<file path="config.mk">
export PLATFORM = sky130hd
export DESIGN_NAME = spike_event_packetizer_flat
export DESIGN_NICKNAME = d
export VERILOG_FILES = /design/src/rtl/spike_event_packetizer_if.sv /design/src/rtl/spike_event_packetizer.sv /design/src/flat_wrapper.sv
export SDC_FILE = /design/constraint.sdc
export NUM_CORES = 1
export LEC_CHECK = 0
export ABC_AREA = 1
export CAP_MARGIN = 0
export CORE_UTILIZATION = 45
export CTS_CLUSTER_SIZE = 28
export DETAILED_ROUTE_END_ITERATION = 7
export MAX_ROUTING_LAYER = met4
export PLACE_DENSITY = 0.64
export SETUP_SLACK_MARGIN = 0.5
export SYNTH_ARGS = -nofsm -noshare
export SYNTH_HDL_FRONTEND = slang
export SYNTH_SLANG_ARGS = --single-unit
</file>
<file path="constraint.sdc">
create_clock -name clk -period 7.81 [get_ports clk]
set_clock_uncertainty 0.15 [all_clocks]
set_input_delay 1.562 -clock clk [delete_from_list [all_inputs] [get_ports clk]]
set_output_delay 1.562 -clock clk [all_outputs]
set_load 0.03 [all_outputs]
</file>
<file path="src/rtl/spike_event_packetizer_if.sv">
// spike_event_packetizer_if: 8-bit valid/ready output byte stream.
// master drives data/valid, slave drives ready.
interface spike_event_packetizer_if;
    logic [7:0] out_data;
    logic       out_valid;
    logic       out_ready;

    modport master (
        output out_data,
        output out_valid,
        input  out_ready
    );

    modport slave (
        input  out_data,
        input  out_valid,
        output out_ready
    );
endinterface

</file>
<file path="src/rtl/spike_event_packetizer.sv">
// spike_event_packetizer: timestamps unit spike events, arbitrates them into a
// packet FIFO and streams 2-byte packets. Optional: SPIKE_PKT_DROP_MARKER_EN.
module spike_event_packetizer #(
    parameter int NUM_UNITS   = 4,
    parameter int FIFO_DEPTH  = 8,
    parameter int TS_PRESCALE = 1
) (
    input  logic                        clk,
    input  logic                        rst,
    input  logic [NUM_UNITS-1:0]        spike_detection_array,
    input  logic [2*NUM_UNITS-1:0]      event_out_array,
    spike_event_packetizer_if.master    stream,
    output logic                        overflow,
    input  logic                        clear_overflow,
    output logic [$clog2(FIFO_DEPTH):0] fifo_level
);
    localparam int AW  = $clog2(FIFO_DEPTH);
    localparam int LW  = AW + 1;
    localparam int PSW = (TS_PRESCALE > 1) ? $clog2(TS_PRESCALE) : 1;

    typedef enum logic [1:0] {IDLE, BYTE0, BYTE1} state_t;

    logic [8:0]                ts_q, ts_d;
    logic [PSW-1:0]            pre_q, pre_d;
    logic [NUM_UNITS-1:0]      pend_q, pend_d;
    logic [NUM_UNITS-1:0][1:0] cls_q, cls_d;
    logic [NUM_UNITS-1:0][8:0] tsn_q, tsn_d;
    logic [2:0]                rr_q, rr_d;
    logic                      ov_q, ov_d;
    logic [3:0]                drops;

    logic                      hi_vld, lo_vld, gnt_vld;
    logic [2:0]                hi_id, lo_id, gnt_id;
    logic [NUM_UNITS-1:0]      gnt_oh;
    logic [13:0]               push_data;
    logic                      push, can_push;

    logic [13:0]               mem_q [FIFO_DEPTH];
    logic [AW-1:0]             wr_q, wr_d, rd_q, rd_d;
    logic [LW-1:0]             lvl_q, lvl_d;
    logic                      full, empty;
    logic [13:0]               head;

    state_t                    state_q, state_d;
    logic [7:0]                dat_q, dat_d, b1_q, b1_d;
    logic                      vld_q, vld_d;
    logic                      hs, load, pop;

`ifdef SPIKE_PKT_DROP_MARKER_EN
    logic [6:0]                dc_q, dc_d, dc_base;
    logic [7:0]                dc_sum;
    logic                      mk_load;
`endif

    assign hs       = vld_q & stream.out_ready;
    assign full     = (lvl_q == LW'(FIFO_DEPTH));
    assign empty    = (lvl_q == '0);
    assign head     = mem_q[rd_q];
    assign can_push = !full | pop;
    assign push     = gnt_vld;

    assign stream.out_data  = dat_q;
    assign stream.out_valid = vld_q;
    assign overflow         = ov_q;
    assign fifo_level       = lvl_q;

    // Free-running timestamp advanced once per prescaler period.
    always_comb begin
        pre_d = pre_q + PSW'(1);
        ts_d  = ts_q;
        if (pre_q == PSW'(TS_PRESCALE - 1)) begin
            pre_d = '0;
            ts_d  = ts_q + 9'd1;
        end
    end

    // Serializer FSM: loads marker or FIFO head into byte0, then byte1.
    always_comb begin
        state_d = state_q;
        dat_d   = dat_q;
        vld_d   = vld_q;
        b1_d    = b1_q;
        pop     = 1'b0;
        load    = 1'b0;
`ifdef SPIKE_PKT_DROP_MARKER_EN
        mk_load = 1'b0;
`endif
        unique case (state_q)
            IDLE:  load = 1'b1;
            BYTE0: begin
                if (hs) begin
                    state_d = BYTE1;
                    dat_d   = b1_q;
                end
            end
            BYTE1: load = hs;
            default: state_d = IDLE;
        endcase
        if (load) begin
`ifdef SPIKE_PKT_DROP_MARKER_EN
            if (dc_q != '0) begin
                mk_load = 1'b1;
                state_d = BYTE0;
                vld_d   = 1'b1;
                dat_d   = 8'hFF;
                b1_d    = {1'b0, dc_q};
            end else
`endif
            if (!empty) begin
                pop     = 1'b1;
                state_d = BYTE0;
                vld_d   = 1'b1;
                dat_d   = {1'b1, head[13:7]};
                b1_d    = {1'b0, head[6:0]};
            end else begin
                state_d = IDLE;
                vld_d   = 1'b0;
            end
        end
    end

    // Round-robin grant: lowest pending id at/after rr_q, else lowest overall.
    always_comb begin
        hi_vld = 1'b0;
        lo_vld = 1'b0;
        hi_id  = '0;
        lo_id  = '0;
        for (int u = NUM_UNITS - 1; u >= 0; u--) begin
            if (pend_q[u]) begin
                lo_vld = 1'b1;
                lo_id  = 3'(u);
                if (u >= int'(rr_q)) begin
                    hi_vld = 1'b1;
                    hi_id  = 3'(u);
                end
            end
        end
        gnt_vld   = (hi_vld | lo_vld) & can_push;
        gnt_id    = hi_vld ? hi_id : lo_id;
        gnt_oh    = '0;
        push_data = '0;
        for (int u = 0; u < NUM_UNITS; u++) begin
            if (gnt_vld && gnt_id == 3'(u)) begin
                gnt_oh[u] = 1'b1;
                push_data = {cls_q[u], 3'(u), tsn_q[u]};
            end
        end
        rr_d = rr_q;
        if (gnt_vld) begin
            rr_d = (gnt_id == 3'(NUM_UNITS - 1)) ? 3'd0 : gnt_id + 3'd1;
        end
    end

    // Capture: latch new events, count those hitting a busy latch.
    always_comb begin
        pend_d = pend_q;
        cls_d  = cls_q;
        tsn_d  = tsn_q;
        drops  = '0;
        for (int i = 0; i < NUM_UNITS; i++) begin
            if (gnt_oh[i]) begin
                pend_d[i] = 1'b0;
            end
            if (spike_detection_array[i]) begin
                if (!pend_q[i] || gnt_oh[i]) begin
                    pend_d[i] = 1'b1;
                    cls_d[i]  = event_out_array[2*i +: 2];
                    tsn_d[i]  = ts_q;
                end else begin
                    drops = drops + 4'd1;
                end
            end
        end
        ov_d = (drops != '0) ? 1'b1 : (clear_overflow ? 1'b0 : ov_q);
    end

    // FIFO pointer and occupancy update.
    always_comb begin
        wr_d  = push ? wr_q + AW'(1) : wr_q;
        rd_d  = pop ? rd_q + AW'(1) : rd_q;
        lvl_d = lvl_q + LW'(push) - LW'(pop);
    end

`ifdef SPIKE_PKT_DROP_MARKER_EN
    // Drop counter: restarts on clear or marker load; new drops always count.
    always_comb begin
        dc_base = (clear_overflow || mk_load) ? '0 : dc_q;
        dc_sum  = {1'b0, dc_base} + {4'b0, drops};
        dc_d    = dc_sum[7] ? 7'h7F : dc_sum[6:0];
    end
`endif

    // FIFO storage; contents need no reset since pointers do.
    always_ff @(posedge clk) begin
        if (push) begin
            mem_q[wr_q] <= push_data;
        end
    end

    // State registers with synchronous reset.
    always_ff @(posedge clk) begin
        if (rst) begin
            ts_q    <= '0;
            pre_q   <= '0;
            pend_q  <= '0;
            cls_q   <= '0;
            tsn_q   <= '0;
            rr_q    <= '0;
            ov_q    <= 1'b0;
            wr_q    <= '0;
            rd_q    <= '0;
            lvl_q   <= '0;
            state_q <= IDLE;
            dat_q   <= '0;
            b1_q    <= '0;
            vld_q   <= 1'b0;
`ifdef SPIKE_PKT_DROP_MARKER_EN
            dc_q    <= '0;
`endif
        end else begin
            ts_q    <= ts_d;
            pre_q   <= pre_d;
            pend_q  <= pend_d;
            cls_q   <= cls_d;
            tsn_q   <= tsn_d;
            rr_q    <= rr_d;
            ov_q    <= ov_d;
            wr_q    <= wr_d;
            rd_q    <= rd_d;
            lvl_q   <= lvl_d;
            state_q <= state_d;
            dat_q   <= dat_d;
            b1_q    <= b1_d;
            vld_q   <= vld_d;
`ifdef SPIKE_PKT_DROP_MARKER_EN
            dc_q    <= dc_d;
`endif
        end
    end
endmodule

</file>
<file path="src/flat_wrapper.sv">
// flat-port wrapper written by rule: the top's interface ports become plain ports
module spike_event_packetizer_flat 
#(
    parameter int NUM_UNITS   = 4,
    parameter int FIFO_DEPTH  = 8,
    parameter int TS_PRESCALE = 1
)
  (clk, rst, spike_detection_array, event_out_array, overflow, clear_overflow, fifo_level, stream_out_data, stream_out_valid, stream_out_ready);
  spike_event_packetizer_if stream_i ();
  input  logic clk;
  input  logic rst;
  input  logic [NUM_UNITS-1:0] spike_detection_array;
  input  logic [2*NUM_UNITS-1:0] event_out_array;
  output logic overflow;
  input  logic clear_overflow;
  output logic [$clog2(FIFO_DEPTH):0] fifo_level;
  output wire logic [$bits(stream_i.out_data)-1:0] stream_out_data;
  output wire logic [$bits(stream_i.out_valid)-1:0] stream_out_valid;
  input wire logic [$bits(stream_i.out_ready)-1:0] stream_out_ready;
  assign stream_out_data = stream_i.out_data;
  assign stream_out_valid = stream_i.out_valid;
  assign stream_i.out_ready = stream_out_ready;
  spike_event_packetizer #(.NUM_UNITS(NUM_UNITS), .FIFO_DEPTH(FIFO_DEPTH), .TS_PRESCALE(TS_PRESCALE)) u_core (.clk(clk), .rst(rst), .spike_detection_array(spike_detection_array), .event_out_array(event_out_array), .stream(stream_i), .overflow(overflow), .clear_overflow(clear_overflow), .fifo_level(fifo_level));
endmodule
</file>
=== Yosys cells after proc, flatten, opt, wreduce, memory -nomap -nowiden ===
Memories as Yosys holds them, arrays and structs flattened. A register that Yosys moved wholly into a read port is not among the register bits.
Index checks and enable logic that the tools add are counted.

* Register bits: 90
* RAM bits: 112
* Bits of input ports: 16
* Output and inout bits: 14
* Word-level logic and storage cells: 146
* Memories: 1

{| class="wikitable"
|+ Memory list
! memory !! depth !! bits a word !! read ports !! clocked after memory_dff !! wr ports !! line !! RTL
|-
| u_core.mem_q || 8 || 14 || 1 || 1 || 1 || spike_event_packetizer.sv:38 || <nowiki>logic [13:0] mem_q [FIFO_DEPTH];</nowiki>
|}

* Add/subtract/negate cells: 10
* $lt $le $gt $ge: 4
* Equality and inequality tests: 8
* Multiplexer cells: 71
* Bitwise gates (word level): 6
* Reduce and logical (&&, ||, !) cells: 26

{| class="wikitable"
|+ Operator list
! cell !! number
|-
| $mux W14 || 4
|-
| $mux W1 || 36
|-
| $mux W3 || 11
|-
| $mux W8 || 4
|-
| $mux W4 || 7
|-
| $mux W2 || 7
|-
| $add A4 B1 Y4 const B || 3
|-
| $reduce_and A2 Y1 || 6
|-
| $add A3 B1 Y3 const B || 3
|-
| $add A9 B1 Y9 const B || 1
|-
| $eq A3 B2 Y1 const B || 2
|-
| $ge A1 B3 Y1 const A || 2
|-
| $ge A2 B3 Y1 const A || 2
|-
| $logic_not A1 Y1 || 5
|-
| $add A4 B1 Y4 || 1
|-
| $eq A4 B4 Y1 const B || 1
|-
| $logic_and A1 B1 Y1 || 4
|-
| $logic_not A4 Y1 || 1
|-
| $logic_or A1 B1 Y1 || 4
|-
| $pmux W2 S2 || 1
|-
| $reduce_bool A4 Y1 || 1
|-
| $reduce_or A2 Y1 || 2
|-
| $sub A4 B1 Y4 || 1
|-
| $eq A3 B1 Y1 const B || 1
|-
| other kinds (12) || 15
|}

=== Logic depth before layout (Yosys ltp) ===
* Depth in word-level cells: 27
* Mapped depth: 25
* Mapped depth without buffers: 25

=== Least setup slack after synthesis ===
OpenSTA, ideal clock, no wires.

* Path type: input port to flip-flop
* From: in stream_out_ready
* To: reg u_core.ov_q, in the netlist u_core.overflow
* Library setup time: 0.128 ns
* Data arrival time: 3.741 ns
* Required time: 7.532 ns
* Setup slack: 3.792 ns
* Stages: 20
* Path buffers: 0
* Cell sequence: nand2_1 -> nand2_1 -> nand3_4 -> nand2_8 -> nand2_8 -> nor2_4 -> inv_2 -> nand2_4 -> inv_1 -> ha_1 -> or2_2 -> nand2_1 -> inv_1 -> ha_1 -> o2111ai_1 -> nand3_1 -> nand2_1 -> nand2_1 -> nor2_1 -> nor2_1

* Longest elaborated chain between the ends: 21
* Elaborated cells between the ends (all ways): 31
* Those cells by class: add/sub (3); mux (15); bitwise (3); reduce/logical (10)

{| class="wikitable"
|+ RTL lines
! item !! line !! RTL
|-
| start, declared || flat_wrapper.sv:19 || <nowiki>input wire logic [$bits(stream_i.out_ready)-1:0] stream_out_ready;</nowiki>
|-
| $and A1 B1 Y1 * || spike_event_packetizer.sv:55 || <nowiki>assign hs = vld_q & stream.out_ready;</nowiki>
|-
| $pmux W1 S2 * || spike_event_packetizer.sv:88 || <nowiki>unique case (state_q)</nowiki>
|-
| $mux W1 * || spike_event_packetizer.sv:99 || <nowiki>if (load) begin</nowiki>
|-
| $or A1 B1 Y1 * || spike_event_packetizer.sv:59 || <nowiki>assign can_push = !full | pop;</nowiki>
|-
| $and A1 B1 Y1 * || spike_event_packetizer.sv:138 || <nowiki>gnt_vld = (hi_vld | lo_vld) & can_push;</nowiki>
|-
| $logic_and A1 B1 Y1 || spike_event_packetizer.sv:143 || <nowiki>if (gnt_vld && gnt_id == 3'(u)) begin</nowiki>
|-
| $mux W1 || spike_event_packetizer.sv:143 ||
|-
| $logic_or A1 B1 Y1 || spike_event_packetizer.sv:165 || <nowiki>if (!pend_q[i] || gnt_oh[i]) begin</nowiki>
|-
| [... 5 more ...] || n/a ||
|-
| $add A4 B1 Y4 || spike_event_packetizer.sv:170 || <nowiki>drops = drops + 4'd1;</nowiki>
|-
| $mux W4 || spike_event_packetizer.sv:165 ||
|-
| $mux W4 || spike_event_packetizer.sv:164 || <nowiki>if (spike_detection_array[i]) begin</nowiki>
|-
| $add A4 B1 Y4 || spike_event_packetizer.sv:170 ||
|-
| $mux W4 || spike_event_packetizer.sv:165 ||
|-
| $mux W4 * || spike_event_packetizer.sv:164 ||
|-
| $reduce_bool A4 Y1 * || spike_event_packetizer.sv:174 || <nowiki>ov_d = (drops != '0) ? 1'b1 : (clear_overflow ? 1'b0 : ov_q);</nowiki>
|-
| $mux W1 or $reduce_bool A2 Y1 (tied branches) || n/a ||
|-
| end signal, assigned || spike_event_packetizer.sv:227 || <nowiki>ov_q <= ov_d;</nowiki>
|-
| end, declared || spike_event_packetizer.sv:29 || <nowiki>logic ov_q, ov_d;</nowiki>
|}

Mark *: on every way between the ends. The rest lies on a longest branch, timed or not.
A chain may end at the register's enable or synchronous reset.

=== Final worst setup path ===
Ends and elaborated chain as after synthesis.

==> impl_metrics.toml <==
[outcome]
status = "complete, no violations"

[route]
drtAntennaViolNets = 0
drt-vias-per-instance = 5.56
drt-total-wl_um = 18700
route.detailed.wl_per_inst_um = 17.4
vias = 5946
firstDrtPassIters = 5
drc = 0
drt_iter0_markers = 447

[floorplanning]
io_pins = 30
die-area_um2 = 18700
fp.dieW_um = 137
core_um2 = 17500
rows = 48
start_util = 0.467
fp.dieH_um = 137

[clocking]
cts_resized = 0
post_cts_buffers = 0
clk_latency_ns = 0.43
postCtsHoldBufs = 0
cts_made_buffers = 17
root_buffer = "clkbuf_16"
htree_num_levels = 4
clk_path_buf_depth = 2
cts_tree = "yes"
clock-sinks = 196
clk_pin_slew_ns = 0.07

[worst_setup_path]
cp-start-kind = "input pin"
path_max_fanout = 14
reg2reg_from = "u_core.pend_q[3]"
crit_slowest_cell = "clkdlybuf4s50_1"
r2r-end = "u_core.overflow"
max_stage_delay_ns = 0.48
worst_r2r_path_depth = 23
r2r_slack_ns = 4.00
crit_buf_inv = 4
cp_top_family = "simple AND/OR/NAND/NOR gates"
crit_chain = "clkdlybuf4s50_1 > nand2_1 > nand2_1 > nand3_4 > nand2_8 > nand2_8 > nor2_4 > inv_2 > nand2_4 > inv_1 > ha_1 > or2_2 > nand2_1 > inv_1 > ha_1 > o2111ai_1 > nand3_1 > nand2_1 > nand2_1 > nor2_1 > nor2_1"
cp-end-kind = "flop"
worstSetupPathType = "input pin to flop"
crit_required_ns = 7.97
crit_arrival_ns = 4.81
path_common_cell = "nand2_1"

[worst_hold_path]
min_path_type = "flop to flop"
whs_path_depth = 1
min-delay-start = "u_core.rd_q[2]"

[final_layout]
ff_latch_area_um2 = 4960
fin_nets = 864
antenna_cells = 0
layout-drive-gt1-share = 0.0877
multiInputGateArea_um2 = 2830
final_common_cell = "nor2_1"
layout_common_cells = "nor2_1, edfxtp_1, nand2_1, dfxtp_1, o21ai_0"
fillCellCount = 1526
area_growth_pct = 12.7

[synthesis]
synth_nets = 844
avgSynthCellArea_um2 = 10.1
synth_cells = 811
synth_warnings = 0
syn_area_um2 = 8190
synthArstFlopShare = 0
synth_edf_count = 104
yosysUniqueCellTypes = 45
synth_ff_type = "edfxtp_1"
ys_seq_elements = 196
ys_seq_area_frac = 0.606

[placement]
gp_congestion = 0.860
dpl.hpwl_um = 11700
port_buffers = 29

[job]
maxCapViolCount = 0

[timing]
fin_crit_sh = 0.595
rsz0062_at_grt = "no"
fmax_ghz = 0.215
min_period_ns = 4.65
fin_setup_tns_ns = 0
setup_viol = 0
finalHoldViolations = 0
maxSlewViolCount = 0
worst_pin_slew_ns = 1.36
slew_headroom = 0.0830

[global_routing]
grt_pass1_vias = 5667
grtUsageTotal = 0.217
antenna_found_initial = 0
grt_overflow = 0
grt_max_degree = 57
grt_first_pass_wirelength_um = 29200

[power]
leakage_nw = 3.46
max-vdd-ir-drop_uv = 264
p_per_area_nw_per_um2 = 374
power_mw = 3.45
## kinds of logic after synthesis
group / after synthesis / synth area share
XOR/XNOR: 2 / 0.00214
flip-flops: 196 / 0.606
buffers and inverters: 95 / 0.0492
AO/OA/AOI/OAI: 227 / 0.160
multiplexers: 7 / 0.00947
adder cells (fa/ha/maj): 17 / 0.0269
other: 1 / 0.000458
AND/OR/NAND/NOR: 266 / 0.146
## cells in the mapped netlist (6+ instances only)
cell type  count  area (µm²)
o22ai_1        7        43.8
nand3_1       18        90.1
clkbuf_1      25        93.8
o211ai_1       7        52.6
nand2_1       94         353
nor2_1       122         458
dfxtp_1       92        1840
a31oi_1        6        37.5
o21ai_0       89         445
inv_1         48         180
mux2_2         6        67.6
o221ai_1       7        61.3
a21oi_1       80         400
nor3_1        10        50.1
edfxtp_1     104        3120
a211oi_1       6        45.0
a221o_1       12         120
ha_1          16         200
## worst max path at each step
stage	start	end	slack, ns	depth (start not counted)
floorplan	stream_out_ready	u_core.overflow	3.79	20
global placement	stream_out_ready	u_core.overflow	2.91	21
finish	stream_out_ready	u_core.overflow	3.16	21
CTS	stream_out_ready	u_core.overflow	3.19	21
global route	stream_out_ready	u_core.overflow	2.95	21
detailed placement	stream_out_ready	u_core.overflow	2.75	21
## routing by layer
metal	global-route usage	up-vias	wire, µm
met5	-	-	0
met4	0.0751	0	285
met1	0.266	2880	8100
li1	-	2887	-
met2	0.360	156	9390
met3	0.0400	23	880
## power breakdown
part           internal [mW]  switching (mW)  leakage [nW]
clock network          0.460           0.372         0.289
registers               1.37          0.0861          1.73
logic                  0.359           0.798          1.44
## layout make-up
type	instances	share of cell area
tap	225	0.0305
clock buffer	21	0.0522
inverter	56	0.0231
timing repair buffer	40	0.0404
sequential	196	0.538
clock inverter	11	0.00922
multi-input combinational	520	0.307
## stage by stage
stage | hold slack [ns] | std cells | util | instance area, µm² | setup WS (ns)
floorplan | 0.262 | 811 | - | 8190 | 3.79
detailed placement | 0.285 | 1037 | 0.494 | 8660 | 2.75
finish | 0.298 | 1069 | 0.526 | 9230 | 3.16
global route | 0.312 | 1069 | 0.526 | 9230 | 2.95
global placement | 0.278 | 1037 | 0.494 | 8660 | 2.91
CTS | 0.300 | 1069 | 0.526 | 9230 | 3.19
## registers in the layout (all words and copies together), names as in the netlist, 3 cells and up, named ones only
register,flops
u_core.fifo_level,4
u_core.rd_q,3
u_core.ts_q,9
u_core.b1_q,7
u_core.stream.out_data,8
u_core.cls_q,8
u_core.wr_q,3
u_core.pend_q,4
u_core.tsn_q,36
u_core.mem_q,104
## worst register-to-register path, stage by stage (launching register included)
cell       delay [ns]
dfxtp_1          0.40
inv_1            0.10
nor2_1           0.09
nor2_1           0.04
nor2_1           0.11
nand4_1          0.10
nand2_1          0.15
ha_1             0.16
inv_1            0.21
nor2_4           0.34
inv_2            0.10
nand2_4          0.09
inv_1            0.04
ha_1             0.28
or2_2            0.32
nand2_1          0.07
inv_1            0.04
ha_1             0.31
o2111ai_1        0.22
nand3_1          0.11
nand2_1          0.08
nand2_1          0.05
nor2_1           0.08
nor2_1           0.04
(Power assumes the default switching activity.)
